--- config.mk ---
export PLATFORM = sky130hd
export DESIGN_NAME = id_ex_operand_stage
export DESIGN_NICKNAME = d
export VERILOG_FILES = /design/src/rtl/id_ex_operand_stage.sv
export SDC_FILE = /design/constraint.sdc
export NUM_CORES = 1
export LEC_CHECK = 0
export CORE_AREA = 2 2 134 136
export DETAILED_ROUTE_END_ITERATION = 6
export DIE_AREA = 0 0 136 138
export PLACE_DENSITY = 0.77
export SYNTH_ARGS = -nofsm -noshare
export SYNTH_HDL_FRONTEND = slang
export SYNTH_SLANG_ARGS = --single-unit
--- constraint.sdc ---
create_clock -name clk -period 7.01 [get_ports clk]
set_input_delay 0.701 -clock clk [delete_from_list [all_inputs] [get_ports clk]]
set_output_delay 0.701 -clock clk [all_outputs]
set_load 0.05 [all_outputs]
--- src/rtl/id_ex_operand_stage.sv ---
// Decode-to-execute issue stage: operand forwarding from MEM/WB, RAW hazard stall detection,
// and the ID/EX pipeline register with bubble insertion on stall or flush.
module id_ex_operand_stage #(
    parameter int CTRL_W = 8,
    parameter int CNT_W  = 16
) (
    input  logic              clk,
    input  logic              rst,
    input  logic              id_valid,
    input  logic [4:0]        id_r1_num,
    input  logic              id_r1_used,
    input  logic [4:0]        id_r2_num,
    input  logic              id_r2_used,
    input  logic [4:0]        id_wr_num,
    input  logic              id_reg_write,
    input  logic              id_mem_read,
    input  logic [31:0]       id_imm,
    input  logic [CTRL_W-1:0] id_ctrl,
    input  logic              flush,
    output logic [4:0]        rf_r1_num,
    output logic [4:0]        rf_r2_num,
    input  logic [31:0]       rf_a,
    input  logic [31:0]       rf_b,
    input  logic              mem_valid,
    input  logic              mem_reg_write,
    input  logic              mem_mem_read,
    input  logic [4:0]        mem_wr_num,
    input  logic [31:0]       mem_result,
    input  logic              wb_valid,
    input  logic              wb_reg_write,
    input  logic [4:0]        wb_wr_num,
    input  logic [31:0]       wb_data,
    output logic              stall,
    output logic              ex_valid,
    output logic [31:0]       ex_a,
    output logic [31:0]       ex_b,
    output logic [31:0]       ex_imm,
    output logic [CTRL_W-1:0] ex_ctrl,
    output logic [4:0]        ex_wr_num,
    output logic              ex_reg_write,
    output logic              ex_mem_read,
    output logic [CNT_W-1:0]  perf_stall_cnt
);

    logic              ex_valid_reg;
    logic [31:0]       ex_a_reg;
    logic [31:0]       ex_b_reg;
    logic [31:0]       ex_imm_reg;
    logic [CTRL_W-1:0] ex_ctrl_reg;
    logic [4:0]        ex_wr_num_reg;
    logic              ex_reg_write_reg;
    logic              ex_mem_read_reg;
    logic [CNT_W-1:0]  stall_cnt_reg;

    logic [1:0][4:0]   src_num;
    logic [1:0]        src_used;
    logic [1:0][31:0]  rf_data;
    logic [1:0][31:0]  operand;
    logic [1:0]        hazard;

    assign rf_r1_num = id_r1_num;
    assign rf_r2_num = id_r2_num;

    assign src_num  = {id_r2_num, id_r1_num};
    assign src_used = {id_r2_used, id_r1_used};
    assign rf_data  = {rf_b, rf_a};

    generate
        for (genvar gi = 0; gi < 2; gi++) begin : g_src
            logic is_zero;
            logic needed;
            logic ex_hit;
            logic load_hit;
            logic fwd_mem;
            logic fwd_wb;

            assign is_zero  = (src_num[gi] == 5'd0);
            assign needed   = id_valid & src_used[gi] & ~is_zero;
            // EX result is not computed yet; a load in MEM has no data until WB.
            assign ex_hit   = ex_valid_reg & ex_reg_write_reg & (ex_wr_num_reg == src_num[gi]);
            assign load_hit = mem_valid & mem_reg_write & mem_mem_read & (mem_wr_num == src_num[gi]);
            assign hazard[gi] = needed & (ex_hit | load_hit);

            assign fwd_mem = mem_valid & mem_reg_write & ~mem_mem_read & (mem_wr_num == src_num[gi]);
            assign fwd_wb  = wb_valid & wb_reg_write & (wb_wr_num == src_num[gi]);
            assign operand[gi] = is_zero ? 32'd0 :
                                 fwd_mem ? mem_result :
                                 fwd_wb  ? wb_data : rf_data[gi];
        end
    endgenerate

    assign stall = (|hazard) & ~flush & ~rst;

    always_ff @(posedge clk) begin
        if (rst) begin
            ex_valid_reg     <= 1'b0;
            ex_a_reg         <= 32'd0;
            ex_b_reg         <= 32'd0;
            ex_imm_reg       <= 32'd0;
            ex_ctrl_reg      <= '0;
            ex_wr_num_reg    <= 5'd0;
            ex_reg_write_reg <= 1'b0;
            ex_mem_read_reg  <= 1'b0;
            stall_cnt_reg    <= '0;
        end else begin
            if (flush | stall) begin
                // Bubble: kill write enables, leave data fields holding.
                ex_valid_reg     <= 1'b0;
                ex_reg_write_reg <= 1'b0;
                ex_mem_read_reg  <= 1'b0;
            end else begin
                ex_valid_reg     <= id_valid;
                ex_a_reg         <= operand[0];
                ex_b_reg         <= operand[1];
                ex_imm_reg       <= id_imm;
                ex_ctrl_reg      <= id_ctrl;
                ex_wr_num_reg    <= id_wr_num;
                ex_reg_write_reg <= id_reg_write & id_valid;
                ex_mem_read_reg  <= id_mem_read & id_valid;
            end
            if (stall && stall_cnt_reg != {CNT_W{1'b1}})
                stall_cnt_reg <= stall_cnt_reg + CNT_W'(1);
        end
    end

    assign ex_valid       = ex_valid_reg;
    assign ex_a           = ex_a_reg;
    assign ex_b           = ex_b_reg;
    assign ex_imm         = ex_imm_reg;
    assign ex_ctrl        = ex_ctrl_reg;
    assign ex_wr_num      = ex_wr_num_reg;
    assign ex_reg_write   = ex_reg_write_reg;
    assign ex_mem_read    = ex_mem_read_reg;
    assign perf_stall_cnt = stall_cnt_reg;

endmodule

# Yosys cells after proc, flatten, opt, wreduce, memory -nomap -nowiden
# Cells that the tools add are included.
dict set report word_totals {
  out_inout_bits 139
  elab_cells 59
  register_bits 128
}
dict set report op_classes {
  n_mux 6
  reduce_logical 5
  addsub 1
  bitwise 31
  eq_ne 7
}
# operator n
set ops {}
lappend ops {{$mux W32} 6}
lappend ops {{$eq A5 B5 Y1} 6}
lappend ops {{$and A1 B1 Y1} 23}
lappend ops {{$add A16 B1 Y16 const B} 1}
lappend ops {{$ne A16 B16 Y1 const B} 1}
lappend ops {{$logic_not A5 Y1} 2}
lappend ops {{$not A1 Y1} 5}
lappend ops {{$reduce_or A2 Y1} 2}
lappend ops {{$or A1 B1 Y1} 3}
lappend ops {{$logic_and A1 B1 Y1} 1}

# Depth between registers and ports, before layout
# Gate-level depths: netlist of run 1.
dict set report logic_depth {
  ltp_word 10
  mapped_depth 10
  depth_no_buf 7
}

# Worst setup path after synthesis of run 1
# No wires, ideal clock.
dict set report synth_timing {
  kind {reg-to-output}
  start {register ex_wr_num_reg[0], in the netlist ex_wr_num[0]}
  end {output stall}
  stages_incl_launch_ff 8
  t_required_ps 6309
  arrival_ps 2266
  slack_ps 4043
  n_path_buf 1
  cell_sequence {dfxtp_1 xnor2_1 nand4_1 or3_1 a211o_1 and2_4 buf_6 inv_1}
}
dict set report synth_via {
  elab_chain_len 7
  elab_cells_between_ends 11
}
# item line_no
set synth_lines {}
lappend synth_lines {{from (decl)} 50} ;# logic [4:0] ex_wr_num_reg;
lappend synth_lines {{from (signal assigned)} 117} ;# ex_wr_num_reg <= id_wr_num;
lappend synth_lines {{$eq A5 B5 Y1} 80} ;# assign ex_hit = ex_valid_reg & ex_reg_write_reg & (ex_wr_num_reg == src_num[gi]);
lappend synth_lines {{$and A1 B1 Y1} 80}
lappend synth_lines {{$or A1 B1 Y1} 82} ;# assign hazard[gi] = needed & (ex_hit | load_hit);
lappend synth_lines {{$and A1 B1 Y1} 82}
lappend synth_lines {{$reduce_or A2 Y1 (*)} 92} ;# assign stall = (|hazard) & ~flush & ~rst;
lappend synth_lines {{$and A1 B1 Y1 (*) (2 in a row)} 92}
lappend synth_lines {{to (decl)} 33} ;# output logic stall,
# Every way passes the cells marked *; elsewhere a longest branch is shown, timed or not.

# Worst setup path in the final report of run 1
dict set report layout_timing {
  start {input id_r2_num[2]}
  end {output stall}
}
dict set report layout_via {
  elab_chain_len 7
  elab_cells_between_ends 12
}
# item line_no
set layout_lines {}
lappend layout_lines {{from (decl)} 12} ;# input logic [4:0] id_r2_num,
lappend layout_lines {{$eq A5 B5 Y1 (tied with other cells)} 80}
lappend layout_lines {{$and A1 B1 Y1 (tied with other cells)} 80}
lappend layout_lines {{$or A1 B1 Y1 / $and A1 B1 Y1 (equally long branches)} {82, 78}}
lappend layout_lines {{$and A1 B1 Y1 (*)} 82}
lappend layout_lines {{$reduce_or A2 Y1 (*)} 92}
lappend layout_lines {{$and A1 B1 Y1 (*) (2 in a row)} 92}
# Marks and branches as above.

==> out/qor.csv, run 1 <==
metric,value,unit
grt_max_degree,112,
numCtsBuffers,17,
cts_tree,done,
powerDensity,203,nW/µm²
min-delay-start,ex_a[2],
pwr-share-seq,37.0,%
path_class,input port to output port,
slowest_stage,clkdlybuf4s50_1,
routabilityCongestion,0.902,
drtAntennaViolNets,0,
cts_resized,0,
root_buffer,clkbuf_16,
regToRegStartpoint,ex_wr_num[1],
die_w,136,µm
hold_viol,0,
synth_cells,754,
port_buffers,344,
finalSetupViolCount,0,
critPathMaxFanout,8,
yosys_register_bits,128,
grt_pass1_vias,6612,
synth_top_area_cell,dfxtp_1,
fillers,1546,
syn_avg_cell_area,8.60,µm²
worstPathCellList,"clkdlybuf4s50_1, xnor2_1, nand4_1, or3_1, a211o_1, and2_4, inv_1, clkdlybuf4s50_1",
post-place-cells,1264,
grt_usage,24.2,%
vias,6797,
post-cts-setup-buffers,0,
crit_top_cell,clkdlybuf4s50_1,
drive_above_1_share,4.60,%
timing.rr.end,ex_b[8],
rows,49,
hold_path_end,ex_a[2],
clk_latency,0.42,ns
worstRegToRegCells,8,
cts.sinks,128,
hold_class,register to register,
p_switching,0.655,mW
clockBufferDepth,2,
drt_wl_total,23400,µm
endpoint_kind,output port,
timing.setup.tns,0,ns
coreArea,17500,µm²
worstPathRequired,6.31,ns
synthAdderAreaFrac,0.193,%
via_per_inst,5.25,
dieArea,18800,µm²
syn-cell-area,6490,µm²
power.total,2.13,mW
wl_per_cell,18.0,µm
startpoint_type,input port,
rsz0062_at_grt,no,
synth_edf_count,0,
holdBufCountCts,0,
regToRegSetupSlack,4.10,ns
clock_power_share,39.4,%
synth_top_area_share,39.5,%
netlist_top_cells_area,"dfxtp_1, mux2i_1, o2111ai_1",
p_sw_share,30.7,%
antenna_cells,0,
cap_violations,0,
drt_pre_antenna_iters,5,
hold_depth,2,
hold_slack,0.449,ns
drcViolationCount,0,
synthSimpleGateAreaFrac,16.2,%
intPower,1.48,mW
min_period,4.17,ns
synth_cell_type_count,39,
final_util,59.9,%
synthXorXnorAreaFrac,4.46,%
yosysWarnings,0,
p_comb_share,23.5,%
ios,345,
clk_pin_slew,0.06,ns
die_h,138,µm
p_leak,4.40,nW
synth_fp_nets,961,
worstMarginPinSlew,1.14,ns
ir_worst_vdd,0.000179,V
max_freq,0.240,GHz
seq_area_frac_synth,39.5,%
status,"finished, final reports clean",
cp_slowest_stage_delay,0.80,ns
cp.arrival,3.47,ns
start_util,37.0,%
fin_cells,1295,
grt_overflow,0,
grt_first_pass_wirelength,35900,µm
synth_compound_area_share,16.3,%
area_delta_synth_final,61.9,%
grt_antenna_before_repair,0,
cts_max_level,4,
synthMuxAreaShare,17.8,%
layout.nets,1261,
max_slew_margin,24.2,%
timing.final.max_slew_violations,0,
synthFlopType,dfxtp_1,
async_reset_ff_share,0,%
fin_skew,0.00754,ns
hpwlAfterDp,16600,µm
finalCritPeriodShare,59.5,%
synth_top_family_by_area,multiplexers,
drt_iter0_drc,301,
-- per-layer routing --
metal  global-route usage [%]  vias to the layer above  wire, µm
li1                         -                     3296         -
met1                     28.1                     3133      9300
met2                     39.8                      321     10800
met3                     9.17                       47      2490
met4                     10.1                        0       770
met5                        0                        -         0
-- how the worst max path moves through the flow --
stage            startpoint        end  slack [ns]  cells after the start
2_1_floorplan  ex_wr_num[0]      stall        4.04                      7
3_5_place_dp   id_r1_num[2]  ex_imm[5]        2.83                      8
5_1_grt        id_r1_num[0]      stall        2.75                      8
4_1_cts        id_r2_num[2]      stall        2.83                      8
6_report       id_r2_num[2]      stall        2.84                      8
3_3_place_gp   id_r1_num[0]      stall        2.86                      8
-- metrics by stage --
stage | worst slack, ns | cell area (µm²)
2_1_floorplan | 4.04 | 6490
3_3_place_gp | 2.86 | 9960
3_5_place_dp | 2.83 | 9960
4_1_cts | 2.83 | 10500
5_1_grt | 2.75 | 10500
6_report | 2.84 | 10500
-- cell families (layout without fill, tap and decap cells) --
family	Yosys count	after routing
AND/OR/NAND/NOR	252	252
AO/OA/AOI/OAI	151	151
flip-flops	128	128
multiplexers	115	115
buffers and inverters	74	386
XOR/XNOR	33	33
adder cells (fa/ha/maj)	1	1
-- layout make-up --
class / count / area (µm²) / share of cell area (%)
flip-flops and latches: 128 / 2560 / 24.4
inverters: 5 / 18.8 / 0.179
repair buffers: 350 / 3500 / 33.3
clock buffers: 19 / 433 / 4.12
well taps: 229 / 287 / 2.73
clock inverters: 12 / 115 / 1.10
multi-input cells: 552 / 3590 / 34.2
-- cell usage in the layout, fill, tap and decap left out, types with 2 or more instances in the layout --
cell type	count
nand3_2	2
mux2i_1	111
nor2b_1	4
a211oi_1	4
xor2_1	13
clkdlybuf4s50_1	343
clkbuf_16	17
and3_1	2
nor3_1	4
or3_1	2
and2_1	2
buf_4	5
dfxtp_1	128
o21ai_0	43
o2111ai_1	64
inv_1	4
a211o_1	3
o21ai_1	23
nor2_4	2
clkinv_4	5
clkinvlp_4	3
a2111o_1	2
or4_1	4
clkbuf_1	2
nand4_1	11
a21oi_1	5
nor2_1	64
nand3_1	7
nand2_1	143
clkinv_2	2
mux2_2	4
o31ai_1	2
xnor2_1	20
-- power by group through the flow --
stage	Sequential (mW)	Combinational [mW]	Clock [mW]
after floorplan	0.938	0.133	0
after global placement	0.804	0.498	0
after detailed placement	0.805	0.502	0
after CTS	0.789	0.504	0.856
after global routing	0.793	0.530	0.883
final	0.789	0.502	0.841
-- cell usage after synthesis, types with 2 or more instances --
master / count
a211oi_1: 4
buf_4: 14
o31ai_1: 2
mux2_2: 4
a2111o_1: 2
o21ai_1: 23
clkbuf_1: 39
nor2_1: 66
inv_1: 5
buf_2: 7
and3_1: 2
xor2_1: 13
mux2i_1: 111
buf_1: 6
nor3_1: 4
nand4_1: 11
o21ai_0: 43
a211o_1: 3
nor2b_1: 4
dfxtp_1: 128
o2111ai_1: 64
xnor2_1: 20
or4_1: 4
buf_6: 3
or3_1: 3
nand3_1: 9
a21oi_1: 5
and2_1: 2
nand2_1: 143
-- worst max-delay path: cells and delay by family --
family                 cells  cell delay [ns]
buffers and inverters      3             1.46
AND/OR/NAND/NOR            3             0.73
AO/OA/AOI/OAI              1             0.41
XOR/XNOR                   1             0.16
Power figures use the tool's default switching activity.
==> run 2, diff against run 1 <==
--- a/config.mk
+++ b/config.mk
@@ -5,10 +5,9 @@
 export SDC_FILE = /design/constraint.sdc
 export NUM_CORES = 1
 export LEC_CHECK = 0
-export CORE_AREA = 2 2 134 136
+export CORE_UTILIZATION = 36
 export DETAILED_ROUTE_END_ITERATION = 6
-export DIE_AREA = 0 0 136 138
-export PLACE_DENSITY = 0.77
+export PLACE_DENSITY = 0.78
 export SYNTH_ARGS = -nofsm -noshare
 export SYNTH_HDL_FRONTEND = slang
 export SYNTH_SLANG_ARGS = --single-unit
==> constraint.sdc (replaced) <==
create_clock -name clk -period 3.5 [get_ports clk]
set_input_delay 0.35 -clock clk [delete_from_list [all_inputs] [get_ports clk]]
set_output_delay 0.35 -clock clk [all_outputs]
set_load 0.05 [all_outputs]
==> run 2 against run 1 <==
Against the previous run:
- via count unchanged
- final area increased by 1.0%
- worst setup slack got worse by 2.3 ns
- sequential power rose by 100%
- first-iteration DRC count fell by 14%
- sequential share of layout area shrank 0.24 points
- total power rose by 100%
- routed wire length down 0.24%
- count of clock-buffer cells in the layout did not move
- largest cell class is now buffers
==> out/qor.csv, run 2 (synthesized netlist as in run 1, its figures left out) <==
metric,value,unit,change
status,"finished, final reports clean",,unchanged
worstPathCellList,"clkdlybuf4s50_1, xnor2_1, nand4_1, or3_1, a211o_1, and2_4, inv_1, buf_12",,"was clkdlybuf4s50_1, xnor2_1, nand4_1, or3_1, a211o_1, and2_4, inv_1, clkdlybuf4s50_1"
root_buffer,clkbuf_16,,unchanged
via_per_inst,5.22,,was 5.25
timing.final.max_slew_violations,0,,unchanged
hold_class,input port to register,,was register to register
clockBufferDepth,2,,unchanged
numCtsBuffers,17,,unchanged
grt_max_degree,104,,was 112
finalCritPeriodShare,83.8,%,
crit_start,id_r1_num[0],,was id_r2_num[2]
regToRegStartpoint,ex_wr_num[4],,was ex_wr_num[1]
vias,6797,,unchanged
grt_first_pass_wirelength,35100,µm,"was 35,900 µm"
clk_pin_slew,0.06,ns,about the same
endpoint_kind,output port,,unchanged
rows,48,,was 49
post-cts-setup-buffers,0,,unchanged
port_buffers,344,,unchanged
slowest_stage,clkdlybuf4s50_1,,unchanged
rsz0062_at_grt,no,,unchanged
route.met2.wl,11300,µm,"was 10,800 µm"
coreArea,17500,µm²,about the same
grt_overflow,0,,unchanged
clk_latency,0.41,ns,was 0.42 ns
cts_max_level,4,,unchanged
hold_viol,0,,unchanged
crit_buf_inv,3,,unchanged
cp_slowest_stage_delay,0.70,ns,was 0.80 ns
layout.nets,1269,,"was 1,261"
grt_antenna_before_repair,2,,was 0
worstMarginPinSlew,1.03,ns,was 1.14 ns
cp.arrival,2.58,ns,was 3.47 ns
drt_iter0_drc,258,,was 301
drcViolationCount,0,,unchanged
hpwlAfterDp,16400,µm,"was 16,600 µm"
finalSetupViolCount,0,,unchanged
path_class,input port to output port,,unchanged
ir_worst_vdd,0.000306,V,was 0.000179 V
worstPathRequired,3.15,ns,was 6.31 ns
max_slew_margin,31.3,%,was 24.2%
grt_usage,24.5,%,was 24.2%
drt_wl_total,23300,µm,"was 23,400 µm"
min-delay-start,rst,,was ex_a[2]
die_w,136,µm,about the same
drt_pre_antenna_iters,5,,unchanged
cts.sinks,128,,unchanged
die_h,136,µm,was 138 µm
final_common_cell,clkdlybuf4s50_1,,unchanged
routabilityCongestion,0.846,,was 0.902
crit_family,buffers and inverters,,unchanged
area_delta_synth_final,63.5,%,was 61.9%
final_cell_mix,"clkdlybuf4s50_1, nand2_1, dfxtp_1",,unchanged
grt_pass1_vias,6653,,"was 6,612"
dr_wl_met3,2110,µm,was 2490 µm
design_area,10600,µm²,"was 10,500 µm²"
min_period,2.93,ns,
fillers,1554,,"was 1,546"
dieArea,18600,µm²,"was 18,800 µm²"
holdBufCountCts,0,,unchanged
powerDensity,402,nW/µm²,was 203 nW/µm²
cts_tree,done,,unchanged
cts_resized,0,,unchanged
timing.setup.tns,0,ns,unchanged
drive_above_1_share,5.67,%,was 4.60%
wl_per_cell,17.9,µm,was 18.0 µm
max_freq,0.341,GHz,
ios,345,,unchanged
place_area,10000,µm²,was 9960 µm²
start_util,37.1,%,was 37.0%
critPathMaxFanout,8,,unchanged
p_leak,4.47,nW,was 4.40 nW
fin_skew,0.00876,ns,was 0.00754 ns
met1_length,9410,µm,was 9300 µm
highest_layer,met5,,was met4
cap_violations,0,,unchanged
startpoint_type,input port,,unchanged
drtAntennaViolNets,0,,unchanged
==> run 2: changes by cell type in the layout (fill, tap and decap cells not counted), sizes merged <==
cell | previous run | this run
inv | 6 | 9
buf | 7 | 16
bufinv | 1 | 0
clkinv | 7 | 8
clkdlybuf4s50 | 343 | 342
diode | 0 | 1
clkinvlp | 3 | 1
==> run 2: power breakdown <==
group          switching [mW]  internal [mW]  total, mW
registers              0.0448           1.54       1.58
logic                   0.560          0.453       1.01
clock network           0.715          0.956       1.67
total                    1.32           2.95       4.26
==> run 2: path summary, 6_finish.rpt <==
check | endpoint | slack, ns | cells after the start
max | stall | 0.57 | 8
min | ex_wr_num[2] | 0.44 | 3
max reg2reg | ex_b[7] | 0.99 | 8
min reg2reg | ex_a[12] | 0.45 | 2
==> run 2: worst min-delay path, stage by stage <==
cell and delay [ns]:
buf_2 0.11, buf_4 0.23, nor2_1 0.12
==> run 2: final cells by class <==
cell class                      count  area (µm²)  area share [%]
Antenna cell                        1        2.50          0.0236
Clock buffer                       19         453            4.27
Clock inverter                     13         105           0.991
Inverter                            5        18.8           0.177
Multi-Input combinational cell    552        3580            33.8
Sequential cell                   128        2560            24.2
Tap cell                          225         282            2.65
Timing Repair Buffer              358        3600            34.0
==> run 2: routing by layer <==
| metal | vias up | track usage, % |
|---|---|---|
| met4 | 2 | 9.38 |
| met2 | 296 | 42.5 |
| met5 | - | 0 |
| li1 | 3318 | - |
| met3 | 31 | 7.49 |
| met1 | 3150 | 27.9 |
==> run 2: per-stage QoR <==
step | total power [mW] | hold slack, ns | setup WS, ns | cells | utilization, %
finish | 4.26 | 0.444 | 0.569 | 1301 | 60.7
CTS | 4.31 | 0.431 | 0.558 | 1300 | 60.7
floorplan | 2.14 | 0.472 | 0.858 | 754 | -
detailed placement | 2.62 | 0.440 | 0.370 | 1268 | 57.5
global placement | 2.62 | 0.435 | 0.465 | 1268 | 57.5
global route | 4.43 | 0.452 | 0.470 | 1301 | 60.7
==> run 3, diff against run 2 <==
==> constraint.sdc (replaced) <==
create_clock -name clk -period 2.54 [get_ports clk]
set_input_delay 0.254 -clock clk [delete_from_list [all_inputs] [get_ports clk]]
set_output_delay 0.254 -clock clk [all_outputs]
set_load 0.05 [all_outputs]
==> run 3 against run 2 <==
Against the previous run:
- final area rose by 5.9%
- flip-flop and latch count did not move
- core utilization rose by 3.6 points
- die area did not move
- critical path type is now input port to register
- largest cell class unchanged
==> out/qor.csv, run 3 (synthesized netlist as in run 1, its figures left out) <==
metric,value,unit,change
finalSetupViolCount,0,,unchanged
hold_viol,0,,unchanged
clockBufferDepth,2,,unchanged
grt_pass1_vias,6890,,"was 6,653"
drt_wl_total,23300,µm,about the same
numCtsBuffers,17,,unchanged
drive_above_1_share,11.3,%,was 5.67%
rows,48,,unchanged
dieArea,18600,µm²,unchanged
via_per_inst,5.19,,was 5.22
fillers,1432,,"was 1,554"
worstRegToRegCells,8,,unchanged
hpwlAfterDp,16900,µm,"was 16,400 µm"
cts_max_level,4,,unchanged
multiInputGateArea,3650,µm²,was 3580 µm²
timing.final.max_slew_violations,0,,unchanged
drt_pre_antenna_iters,5,,unchanged
clk_latency,0.43,ns,was 0.41 ns
final_util,64.3,%,was 60.7%
worstPathCellList,"clkdlybuf4s50_1, xnor2_2, nand4_1, or3_4, a211o_1, and2_4, buf_4, or4_1, a21oi_1",,"was clkdlybuf4s50_1, xnor2_1, nand4_1, or3_1, a211o_1, and2_4, inv_1, buf_12"
finalCritPeriodShare,96.3,%,
grt_usage,24.9,%,was 24.5%
port_buffers,344,,unchanged
clk_pin_slew,0.07,ns,was 0.06 ns
routabilityCongestion,0.835,,was 0.846
drt_iter0_drc,235,,was 258
timing.rr.end,perf_stall_cnt[14],,was ex_b[7]
regToRegStartpoint,ex_wr_num[4],,unchanged
area_delta_synth_final,73.2,%,was 63.5%
path_class,input port to register,,was input port to output port
grt_first_pass_wirelength,36000,µm,"was 35,100 µm"
cp_slowest_stage_delay,0.49,ns,was 0.70 ns
powerDensity,556,nW/µm²,was 402 nW/µm²
ir_worst_vdd,0.000459,V,was 0.000306 V
p_sw_share,31.1,%,was 30.9%
grt_overflow,0,,unchanged
p_leak,4.82,nW,was 4.47 nW
regToRegSetupSlack,0.12,ns,was 0.99 ns
grt_max_degree,66,,was 104
critPathMaxFanout,4,,was 8
hold_class,input port to register,,unchanged
worstPathRequired,2.89,ns,was 3.15 ns
cap_violations,0,,unchanged
fin_ws,0.0950,ns,was 0.569 ns
fin_skew,0.0101,ns,was 0.00876 ns
crit_buf_inv,2,,was 3
min_period,2.45,ns,
cts_tree,done,,unchanged
max_slew_margin,55.8,%,was 31.3%
rsz0062_at_grt,no,,unchanged
regArea,2580,µm²,was 2560 µm²
hold_slack,0.393,ns,was 0.444 ns
place_area,10500,µm²,"was 10,000 µm²"
die_w,136,µm,unchanged
holdBufCountCts,0,,unchanged
cts.sinks,128,,unchanged
fin_cells,1352,,"was 1,301"
vias,7023,,"was 6,797"
design_area,11200,µm²,"was 10,600 µm²"
coreArea,17500,µm²,unchanged
p_switching,1.94,mW,was 1.32 mW
post-place-cells,1315,,"was 1,268"
final_cell_mix,"clkdlybuf4s50_1, nand2_1, dfxtp_1",,unchanged
max_freq,0.409,GHz,
slowest_stage,clkdlybuf4s50_1,,unchanged
intPower,4.30,mW,was 2.95 mW
ios,345,,unchanged
hold_depth,2,,was 3
layout.nets,1319,,"was 1,269"
pre_cts_ws,-0.274,ns,was 0.370 ns
p_comb_share,23.7,%,about the same
cp.arrival,2.80,ns,was 2.58 ns
min-delay-start,id_reg_write,,was rst
die_h,136,µm,unchanged
drcViolationCount,0,,unchanged
grt_antenna_before_repair,3,,was 2
start_util,37.1,%,unchanged
status,"finished, final reports clean",,unchanged
clock_power_share,41.5,%,was 39.2%
drtAntennaViolNets,0,,unchanged
crit_family,simple AND/OR/NAND/NOR gates,,was buffers and inverters
final_common_cell,clkdlybuf4s50_1,,unchanged
root_buffer,clkbuf_16,,unchanged
pwr-share-seq,34.9,%,was 37.1%
worstMarginPinSlew,0.663,ns,was 1.03 ns
startpoint_type,input port,,unchanged
endpoint_kind,register,,was output port
wl_per_cell,17.3,µm,was 17.9 µm
hold_path_end,ex_reg_write,,was ex_wr_num[2]
-- run 3: cell types whose count changed in the layout (fill, tap and decap cells not counted), moves of 5 or more --
cell             previous run  this run
buf_12                      5        14
buf_4                      10        51
clkdlybuf4s50_1           342       337
clkinv_4                    6         0
dfxtp_1                   128       123
dlygate4sd2_1               0         5
inv_8                       0         5
xnor2_1                    20        14
xnor2_2                     0         6
-- run 3: how the worst max path moves through the flow --
stage	startpoint	end	slack, ns	cells past startpoint
after floorplan	ex_valid	perf_stall_cnt[12]	0.09	7
after global placement	id_r2_num[3]	perf_stall_cnt[12]	-0.21	8
after detailed placement	id_r2_num[1]	ex_imm[31]	-0.27	9
after CTS	ex_wr_num[4]	stall	0.12	7
after global routing	mem_wr_num[3]	perf_stall_cnt[14]	0.01	9
final	id_r1_num[4]	perf_stall_cnt[14]	0.09	9
-- run 3: final cells by class --
type	instances	area share [%]
tap	225	2.51
clock inverter	15	1.70
clock buffer	17	3.79
antenna	2	0.0445
sequential	128	22.9
inverter	5	0.189
timing repair buffer	408	36.4
multi-input combinational	552	32.5
-- run 3: layer usage --
| layer | global-route usage (%) | share of wire [%] | up-vias |
|---|---|---|---|
| met1 | 29.0 | 40 | 3260 |
| met4 | 10.2 | 2.1 | 2 |
| met5 | 0 | 0.039 | - |
| met2 | 42.0 | 48 | 292 |
| met3 | 8.13 | 9.4 | 35 |
| li1 | - | - | 3434 |
-- run 3: power by group through the flow --
stage / logic (mW) / clock network (mW) / registers (mW)
floorplan: 0.367 / 0 / 2.59
global placement: 1.45 / 0 / 2.22
detailed placement: 1.46 / 0 / 2.22
CTS: 1.48 / 2.63 / 2.18
global route: 1.56 / 2.72 / 2.19
finish: 1.48 / 2.59 / 2.18
-- run 3: timing repair --
| item | 4_1_cts | 5_1_grt |
|---|---|---|
| endpoints found under the setup margin | 1 | 0 |
| resized for setup | 22 | 0 |
| setup buffers | 4 | 0 |
-- run 3: metrics by stage --
stage	power, mW	setup TNS (ns)
2_1_floorplan	2.96	0
5_1_grt	6.47	0
4_1_cts	6.29	0
3_5_place_dp	3.68	-24.97
6_report	6.24	0
3_3_place_gp	3.67	-19.27
